**src/rtl/adder_tree_feeder.sv**
```systemverilog
// Serial-to-vector front end for a pipelined signed adder tree: packs a frame of samples into
// the tree's lane vector, flushes the tree once, and holds the sum on a valid/ready port.
module adder_tree_feeder #(
    parameter int unsigned INPUT_NUM = 4,
    parameter int unsigned IN_WIDTH  = 8,
    parameter int unsigned OUT_WIDTH = IN_WIDTH + $clog2(INPUT_NUM)
) (
    input  logic                          clk,
    input  logic                          rst_n,
    input  logic                          s_valid_i,
    output logic                          s_ready_o,
    input  logic [IN_WIDTH-1:0]           s_data_i,
    input  logic                          s_last_i,
    output logic                          tree_add_en_o,
    output logic [INPUT_NUM*IN_WIDTH-1:0] tree_din_o,
    input  logic [OUT_WIDTH-1:0]          tree_dout_i,
    output logic                          m_valid_o,
    input  logic                          m_ready_i,
    output logic [OUT_WIDTH-1:0]          m_data_o,
    output logic [$clog2(INPUT_NUM+1)-1:0] m_lanes_o
);

    localparam int unsigned STAGES = $clog2(INPUT_NUM);
    localparam int unsigned LaneW  = $clog2(INPUT_NUM + 1);
    localparam int unsigned IdxW   = $clog2(INPUT_NUM);
    localparam int unsigned CntW   = $clog2(STAGES + 2);

    typedef enum logic [1:0] {StCollect, StFlush, StOutput} state_e;

    state_e                          state_q, state_d;
    logic [IdxW-1:0]                 idx_q, idx_d;
    logic [INPUT_NUM*IN_WIDTH-1:0]   staging_q, staging_d;
    logic                            full_q, full_d;
    logic [CntW-1:0]                 flush_cnt_q, flush_cnt_d;
    logic                            add_en_q;
    logic [LaneW-1:0]                m_lanes_q, m_lanes_d;
    logic [LaneW-1:0]                frame_lanes_q, frame_lanes_d;

    logic             accept;
    logic             complete;
    logic [LaneW-1:0] lanes_now;

    always_comb begin
        s_ready_o = 1'b0;
        unique case (state_q)
            StCollect: s_ready_o = 1'b1;
            StFlush:   s_ready_o = 1'b0;
            StOutput:  s_ready_o = !full_q;
            default:   s_ready_o = 1'b0;
        endcase
    end

    assign accept    = s_valid_i & s_ready_o;
    assign complete  = accept & ((idx_q == IdxW'(INPUT_NUM - 1)) | s_last_i);
    assign lanes_now = LaneW'(idx_q) + LaneW'(1);

    always_comb begin
        state_d       = state_q;
        idx_d         = idx_q;
        staging_d     = staging_q;
        full_d        = full_q;
        flush_cnt_d   = flush_cnt_q;
        m_lanes_d     = m_lanes_q;
        frame_lanes_d = frame_lanes_q;

        if (accept) begin
            for (int k = 0; k < INPUT_NUM; k++) begin
                if (idx_q == IdxW'(k)) begin
                    staging_d[k*IN_WIDTH +: IN_WIDTH] = s_data_i;
                end
            end
            idx_d = complete ? '0 : idx_q + IdxW'(1);
        end

        unique case (state_q)
            StCollect: begin
                if (complete) begin
                    state_d     = StFlush;
                    flush_cnt_d = '0;
                    m_lanes_d   = lanes_now;
                end
            end
            StFlush: begin
                if (flush_cnt_q == CntW'(STAGES)) begin
                    // Tree samples the old vector on this same edge, so clearing is safe.
                    state_d   = StOutput;
                    staging_d = '0;
                    idx_d     = '0;
                end else begin
                    flush_cnt_d = flush_cnt_q + CntW'(1);
                end
            end
            StOutput: begin
                if (complete) begin
                    full_d        = 1'b1;
                    frame_lanes_d = lanes_now;
                end
                if (m_ready_i) begin
                    if (full_q || complete) begin
                        state_d     = StFlush;
                        flush_cnt_d = '0;
                        full_d      = 1'b0;
                        m_lanes_d   = full_q ? frame_lanes_q : lanes_now;
                    end else begin
                        state_d = StCollect;
                    end
                end
            end
            default: state_d = StCollect;
        endcase
    end

    always_ff @(posedge clk or negedge rst_n) begin
        if (!rst_n) begin
            state_q       <= StCollect;
            idx_q         <= '0;
            staging_q     <= '0;
            full_q        <= 1'b0;
            flush_cnt_q   <= '0;
            add_en_q      <= 1'b0;
            m_lanes_q     <= '0;
            frame_lanes_q <= '0;
        end else begin
            state_q       <= state_d;
            idx_q         <= idx_d;
            staging_q     <= staging_d;
            full_q        <= full_d;
            flush_cnt_q   <= flush_cnt_d;
            add_en_q      <= (state_d == StFlush);
            m_lanes_q     <= m_lanes_d;
            frame_lanes_q <= frame_lanes_d;
        end
    end

    assign tree_add_en_o = add_en_q;
    assign tree_din_o    = staging_q;
    assign m_valid_o     = (state_q == StOutput);
    assign m_data_o      = tree_dout_i;
    assign m_lanes_o     = m_lanes_q;

endmodule

```
**config.mk**
```make
export PLATFORM = sky130hd
export DESIGN_NAME = adder_tree_feeder
export DESIGN_NICKNAME = d
export VERILOG_FILES = /design/src/rtl/adder_tree_feeder.sv
export SDC_FILE = /design/constraint.sdc
export NUM_CORES = 1
export LEC_CHECK = 0
export ABC_CLOCK_PERIOD_IN_PS = 2280
export CORE_MARGIN = 5
export CORE_UTILIZATION = 41
export DETAILED_ROUTE_END_ITERATION = 10
export PLACE_DENSITY = 0.71
export SKIP_CTS_REPAIR_TIMING = 1
export SYNTH_ARGS = -nofsm -noshare
export SYNTH_HDL_FRONTEND = slang
export SYNTH_SLANG_ARGS = --single-unit
```
**constraint.sdc**
```tcl
create_clock -name clk -period 2.28 [get_ports clk]
set_clock_uncertainty 0.15 [all_clocks]
set_input_delay 0.228 -clock clk [delete_from_list [all_inputs] [get_ports clk]]
set_output_delay 0.228 -clock clk [all_outputs]
set_load 0.01 [all_outputs]
```
After elaboration in Yosys (flattened, before gate mapping)
Index checks and enable logic that the tools add are counted.
{"block": "classes", "n_addsub": 3, "muxes": 30, "n_reduce_logical": 9, "bitwise_logic": 3, "n_eq_ne": 11}
{"cell": "two-way mux 32 bit", "n": 3}
{"cell": "two-way mux 8 bit", "n": 4}
{"cell": "two-way mux 2 bit", "n": 11}
{"cell": "two-way mux 3 bit", "n": 4}
{"cell": "one-hot mux 2 bit (3 select lines)", "n": 2}
{"cell": "== test 2 bit (second input constant)", "n": 4}
{"cell": "== test 2 x 1 -> 1 bit (second input constant)", "n": 3}
{"cell": "one-hot mux 3 bit (2 select lines)", "n": 1}
{"cell": "AND reduction 5 bit", "n": 1}
{"cell": "adder 2 x 1 -> 2 bit (second input constant)", "n": 2}
{"cell": "logical NOT 2 bit", "n": 2}
{"cell": "two-way mux 1 bit", "n": 4}
{"cell": "!= test 2 x 1 -> 1 bit (second input constant)", "n": 2}
{"cell": "!= test 2 bit (second input constant)", "n": 2}
{"cell": "AND reduction 4 bit", "n": 1}
{"cell": "adder 2 x 1 -> 3 bit (second input constant)", "n": 1}
{"cell": "nonzero test 3 bit", "n": 1}
{"cell": "bitwise AND 1 bit", "n": 2}
{"cell": "one-hot mux 1 bit (2 select lines)", "n": 1}
{"cell": "AND reduction 2 bit", "n": 1}
{"cell": "nonzero test 2 bit", "n": 1}
{"cell": "logical NOT 1 bit", "n": 1}
{"cell": "logical OR 1 bit", "n": 1}
{"cell": "bitwise OR 1 bit", "n": 1}
{"block": "word_totals", "elab_cells": 64, "ff_bits": 46, "input_bits": 23, "out_inout_bits": 48}

Longest topological paths before layout
Gate-level depths: netlist of the first run.
{"block": "depth", "word_depth": 9, "depth_mapped": 6, "ltp_nobuf": 5}

Worst setup path before layout of the first run
Ideal clock, no wire load.
{"block": "synth_timing", "path_type": "register -> register", "startpoint": "register idx_q[0]", "endpoint": "register staging_q[16], in the netlist tree_din_o[16]", "setup_ns": 0.127, "synth_period_minus_slack_ns": 1.645, "n_path_buf": 1, "stages_incl_launch_ff": 7, "t_arrival_ns": 1.368, "required_ns": 2.003, "slack_ns": 0.635, "path_cell_list": "dfrtp_1 -> inv_1 -> ha_1 -> clkbuf_1 -> inv_1 -> o31ai_1 -> a21oi_1"}
{"block": "synth_between", "elab_chain_len": 5}
{"item": "start, declared", "line_no": "31", "source": "logic [IdxW-1:0] idx_q, idx_d;"}
{"item": "start signal, assigned", "line_no": "125", "source": "idx_q <= idx_d;"}
{"item": "== test 2 bit *", "line_no": "68", "source": "if (idx_q == IdxW'(k)) begin"}
{"item": "two-way mux 8 bit *", "line_no": "68"}
{"item": "two-way mux 32 bit *", "line_no": "66", "source": "if (accept) begin"}
{"item": "two-way mux 32 bit", "line_no": "84", "source": "if (flush_cnt_q == CntW'(STAGES)) begin"}
{"item": "two-way mux 32 bit *", "line_no": "75", "source": "unique case (state_q)"}
{"item": "named net staging_d[16]", "line_no": "32", "source": "logic [INPUT_NUM*IN_WIDTH-1:0] staging_q, staging_d;"}
{"item": "end signal, assigned", "line_no": "126", "source": "staging_q <= staging_d;"}
{"item": "end, declared", "line_no": "32"}
The timed path passes the listed nets; every way through them passes the cells marked *.
A chain may end at the register's enable or synchronous reset.

Worst setup path after layout of the first run
{"block": "layout_timing", "startpoint": "register state_q[1]", "endpoint": "output port s_ready_o"}
{"block": "layout_between", "elab_chain_len": 2, "elab_cells_between_ends": 3, "classes_between": "eq/ne: 1; mux: 1; reduce/logical: 1"}
{"item": "start, declared", "line_no": "30", "source": "state_e state_q, state_d;"}
{"item": "start signal, assigned", "line_no": "115", "source": "state_q <= StCollect;"}
{"item": "start signal, assigned", "line_no": "124", "source": "state_q <= state_d;"}
{"item": "== test 2 bit / logical NOT 2 bit (equally long branches)", "line_no": "45", "source": "unique case (state_q)"}
{"item": "one-hot mux 1 bit (2 select lines) *", "line_no": "45"}
{"item": "end, declared", "line_no": "11", "source": "output logic s_ready_o,"}
Every way passes the cells marked *; elsewhere a longest branch is shown, timed or not.

==> results_dict.tcl, run 1 <==
set metrics [dict create \
    route.detailed.drc 0 \
    synth.most_common_cell "dfrtp_1" \
    vias_in_the_first_global_route 1955 \
    fillerInstances 518 \
    setup_viol 0 \
    die_w_um 87.3 \
    timing.critical_path.required_ns 1.90 \
    initial_core_util_pct 41.9 \
    placementRows 28 \
    num_antenna_cells 0 \
    startpoint_type "register" \
    cp_slowest_stage_delay_ns 0.55 \
    timing_worst_setup_path_type "reg2out" \
    worst_flop_to_flop_path_startpoint "idx_q[0]" \
    netlist_top_cells_count "46 x dfrtp_1, 36 x a21oi_1, 26 x nand4_1, 26 x o31ai_1, 14 x buf_4" \
    cellPowerDensity_nw_per_um2 1310 \
    die_y_um 87.3 \
    yosys_register_bits 46 \
    timing_worst_slew_pin_value_ns 0.546 \
    grt_setup_unrepaired "no" \
    cp_cell_sequence "a21o_2 -> inv_4 -> clkdlybuf4s50_1" \
    yosys-top-cells-area "dfrtp_1 47%, o31ai_1 8.0%, a21oi_1 7.4%, nand4_1 6.6%, buf_4 4.3%" \
    synth_seq_area_share_pct 47.0 \
    syn-cell-area_sq_um 2450 \
    static-leakage-power_uw 0.00122 \
    crit_buf_inv 2 \
    place.gp.congestion 0.808 \
    vias 2027 \
    grt_pass1_wl_um 9800 \
    timing.hold.worst.class "in2async" \
    drive_above_1_share_pct 10.1 \
    syn-num-nets 271 \
    maximum_number_of_pins_on_one_net_before_global_route_repair 36 \
    relative_slew_slack_pct 63.6 \
    clkSinkCount 46 \
    cp-end-kind "primary output" \
    cell_taking_the_most_area_after_synthesis "dfrtp_1" \
    dp_hpwl_um 4210 \
    synth.lib_cells_used.distinct 41 \
    final_wirelength_um 6080 \
    crit_start "state_q[1]" \
    final_worst_path_period_share_pct 95.3 \
    area_share_of_the_largest_cell_type_after_synthesis_pct 47.0 \
    max_clock_freq_mhz 460 \
    tritoncts "yes" \
    timing.critical_path.arrival_ns 1.80 \
    fp.dieArea_sq_um 7620 \
    slowest_stage "clkdlybuf4s50_1" \
    globalRouteOverflowTotal 0 \
    ys.warnings.count 0 \
    core_area_sq_um 5850 \
    clock_tree.root_cell "clkbuf_8" \
    clock_insertion_delay_worst_skew_ns 0.30 \
    wire_per_inst_um 17.2 \
    htreeDepth 2 \
    clk_pin_slew_ns 0.09 \
    detail_route.iter0.violations 196 \
    track_usage_pct 16.5 \
    drtPass1Iterations 4 \
    cts_max_path_buffers 2 \
    postRouteAntennaNets 0 \
    timing.critical_path.max_delay_family "buffers and inverters" \
    cap_viol_max_count 0 \
    synthesis.instances 243 \
    route.detailed.vias_per_inst 5.74 \
    design.final.nets 305 \
    synth-main-ff-cell "dfrtp_1" \
    portBuffers 50 \
    power.total_uw 3950 \
    grt_antenna_before_repair 0 \
    postSynthAreaPerCell_sq_um 10.1 \
    status "finished clean" \
    drv_slew 0 \
    min_period_ns 2.17 \
    syn_to_final_growth_pct 22.8 \
    vdd_ir_max_mv 0.572 \
    ys_async_sr_fraction_pct 100 \
    cp_max_fo 13 \
    edff_count_synth 0 \
    cts-buffers-inserted 5 \
    ioPinCount 71 \
    setup_total_negative_slack_ns 0 \
    finalHoldViolCount 0 \
]
logic make-up (layout without fill, tap and decap cells):
family	after synthesis	after routing	share of synthesized area, %
fa+ha+maj	5	5	2.55
compound gates	89	89	23.7
simple gates	58	58	15.2
mux	2	2	0.919
buf+inv	43	78	10.7
flops	46	46	47.0
power by group:
group,internal [uW],switching (uW)
registers,1150,225
logic,948,1010
clock network,329,285
total,2430,1520
per-stage QoR:
step | cells | hold WS, ns | area, sq um | utilization (%) | setup WS (ns)
5_1_grt | 353 | 0.306 | 3010 | 51.4 | 0.0532
6_report | 353 | 0.285 | 3010 | 51.4 | 0.107
3_3_place_gp | 344 | 0.0843 | 2890 | 49.3 | 0.388
3_5_place_dp | 344 | 0.0897 | 2890 | 49.3 | 0.387
4_1_cts | 352 | -0.243 | 3000 | 51.2 | 0.0426
2_1_floorplan | 243 | -0.218 | 2450 | - | 0.635
final cells by class:
cell class,count,area (sq um),share of cell area (%)
timing repair buffer,60,573,19.0
sequential,46,1150,38.3
clock buffer,5,68.8,2.29
clock inverter,3,43.8,1.46
multi-input combinational,154,1040,34.5
inverter,10,40.0,1.33
tap,75,93.8,3.12
state kept, by name, indices dropped and copies added (netlist names):
| register | cells |
|---|---|
| tree_din_o | 32 |
| state_q | 2 |
| tree_add_en_o | 1 |
| frame_lanes_q | 3 |
| flush_cnt_q | 2 |
| idx_q | 2 |
| m_lanes_o | 3 |
| full_q | 1 |
final timing paths:
| kind | end | slack (ns) | cells after the start |
|---|---|---|---|
| worst max-delay path | s_ready_o | 0.11 | 3 |
| worst min-delay path | tree_add_en_o | 0.28 | 2 |
| worst min register to register | frame_lanes_q[0] | 0.36 | 1 |
| max in group asynchronous | state_q[1] | 1.10 | 3 |
| worst max register to register | tree_din_o[18] | 0.36 | 5 |
| min in group clk | m_data_o[0] | 0.31 | 0 |
per-layer routing:
layer	share of wire (%)	global-route usage (%)	routed length, um	up-vias
li1	-	-	-	973
met1	44	21.8	2670	971
met2	47	25.1	2870	70
met3	7.1	4.82	432	13
met4	1.8	7.25	109	0
met5	0	0	0	-
cells in the final DEF (no fill, tap or decap), types with 2 or more instances in the layout:
cell | Yosys | final
nand4_1 | 26 | 26
a2111oi_0 | 2 | 2
nand3_1 | 8 | 8
clkbuf_8 | 0 | 5
nand4bb_1 | 2 | 2
nor2_1 | 2 | 2
mux2_1 | 2 | 2
buf_4 | 14 | 9
o31ai_1 | 26 | 26
inv_1 | 9 | 9
a211oi_1 | 2 | 2
a21oi_1 | 36 | 36
nand2b_1 | 4 | 4
o21ai_1 | 3 | 3
clkdlybuf4s50_1 | 0 | 49
nand2_1 | 3 | 3
o21a_1 | 2 | 2
or2_1 | 2 | 2
dfrtp_1 | 46 | 45
o21ai_0 | 10 | 10
nor2b_1 | 2 | 2
ha_1 | 5 | 5
No activity file was read; power rests on OpenSTA's default activity.
==> inputs of run 2 (changes only) <==
- GPL_TIMING_DRIVEN: unset -> 0
==> results_dict.tcl, run 2 (same netlist as run 1, synthesis figures left out) <==
set metrics [dict create \
    clkSinkCount 46 \
    setup_viol 0 \
    timing_worst_slew_pin_value_ns 0.543 \
    htreeDepth 2 \
    vdd_ir_max_mv 0.575 \
    cp_cell_sequence "inv_1 -> ha_1 -> clkbuf_1 -> inv_1 -> o31ai_1 -> a21oi_1" \
    multi_input_area_sq_um 1040 \
    cellPowerDensity_nw_per_um2 1220 \
    placementRows 28 \
    cp-end-kind "register" \
    design.final.nets 340 \
    final_wirelength_um 6510 \
    cts-buffers-inserted 5 \
    status "finished clean" \
    cts_max_path_buffers 2 \
    fillerInstances 516 \
    core_area_sq_um 5850 \
    clock_insertion_delay_worst_skew_ns 0.31 \
    die_w_um 87.3 \
    final_worst_path_period_share_pct 87.6 \
    postRouteAntennaNets 0 \
    finalHoldViolCount 0 \
    grt_antenna_before_repair 0 \
    layout_commonest_cell "clkdlybuf4s50_1" \
    placed_cell_area_sq_um 3160 \
    num_antenna_cells 0 \
    grt_pass1_wl_um 10500 \
    portBuffers 60 \
    globalRouteOverflowTotal 0 \
    drtPass1Iterations 4 \
    max_clock_freq_mhz 501 \
    die_y_um 87.3 \
    dp_hpwl_um 4670 \
    drive_above_1_share_pct 15.7 \
    timing_worst_setup_path_type "reg2reg" \
    area.sequential_sq_um 1150 \
    min_period_ns 2.00 \
    ioPinCount 71 \
    clock_tree.root_cell "clkbuf_8" \
    route.detailed.vias_per_inst 5.43 \
    static-leakage-power_uw 0.00138 \
    clk_pin_slew_ns 0.09 \
    setup_total_negative_slack_ns 0 \
    wire_per_inst_um 16.8 \
    detail_route.iter0.violations 69 \
    startpoint_type "register" \
    power.total_uw 4010 \
    initial_core_util_pct 41.9 \
    largest_reg_flops 32 \
    slowest_stage "dfrtp_1" \
    track_usage_pct 17.6 \
    maximum_number_of_pins_on_one_net_before_global_route_repair 29 \
    crit_top_cell "inv_1" \
    finish.cell_count_without_fillers 388 \
    finalInstanceArea_sq_um 3280 \
    drv_slew 0 \
    vias 2106 \
    place.gp.congestion 0.822 \
    cap_viol_max_count 0 \
    fp.dieArea_sq_um 7620 \
    syn_to_final_growth_pct 33.8 \
    layout_common_cells "58 x clkdlybuf4s50_1, 46 x dfrtp_1, 36 x a21oi_1" \
    route.detailed.drc 0 \
    vias_in_the_first_global_route 2153 \
    relative_slew_slack_pct 62.9 \
    tritoncts "yes" \
    timing.critical_path.arrival_ns 2.04 \
    timing.critical_path.required_ns 2.32 \
    worst_hold_slack_ns 0.256 \
    grt_setup_unrepaired "no" \
    cp_slowest_stage_delay_ns 0.43 \
    dpl.cell_count 379 \
    cp_max_fo 9 \
    timing.hold.worst.class "in2async" \
]
## run 2: cell types whose count changed in the layout (fill, tap and decap cells not counted), moves of 2 or more
cell             change
buf_2               +12
clkbuf_1             +3
buf_6                +4
buf_4                +5
clkbuf_8             +2
clkdlybuf4s50_1      +9
## run 2: worst paths after layout
path | startpoint | slack [ns] | to | cells after the start
max in group asynchronous | rst_n | 1.23 | frame_lanes_q[0] | 3
worst min-delay path | rst_n | 0.26 | tree_din_o[4] | 2
worst max register to register | idx_q[0] | 0.28 | tree_din_o[18] | 6
worst max-delay path | idx_q[0] | 0.28 | tree_din_o[18] | 6
min in group clk | frame_lanes_q[1] | 0.36 | frame_lanes_q[1] | 1
worst min register to register | frame_lanes_q[1] | 0.36 | frame_lanes_q[1] | 1
## run 2: area by class of cell
cell class / instances / share of cell area (%)
clock buffers: 7 / 2.94
inverters: 10 / 1.22
flip-flops and latches: 46 / 35.1
plain buffers: 33 / 6.76
well taps: 75 / 2.86
multi-input cells: 154 / 31.7
clock inverters: 1 / 0.267
repair buffers: 62 / 19.2
## run 2: through the flow
| stage | util [%] | setup WS (ns) |
|---|---|---|
| final | 56.0 | 0.283 |
| after global routing | 56.0 | 0.151 |
| after CTS | 55.8 | 0.0188 |
| after detailed placement | 54.0 | 0.333 |
| after global placement | 53.7 | -0.437 |
| after floorplan | - | 0.635 |
## run 2: worst max-delay path: cells and delay by family (launching register included)
family	cells	cell delay, ns
fa+ha+maj	1	0.17
buf+inv	3	0.73
flops	1	0.43
compound gates	2	0.40
## run 2: per-layer routing
metal  GRT usage (%)  share of wire (%)  up-vias
met1            23.4                 45      970
met4            7.39                1.9        0
li1                -                  -     1042
met5               0                  0        -
met2            27.4                 48       82
met3            4.16                5.6       12
## run 2: power breakdown
part	internal (uW)	switching (uW)	leakage, uW
clock network	278	292	0.0000544
logic	1030	1070	0.000719
registers	1150	200	0.000605
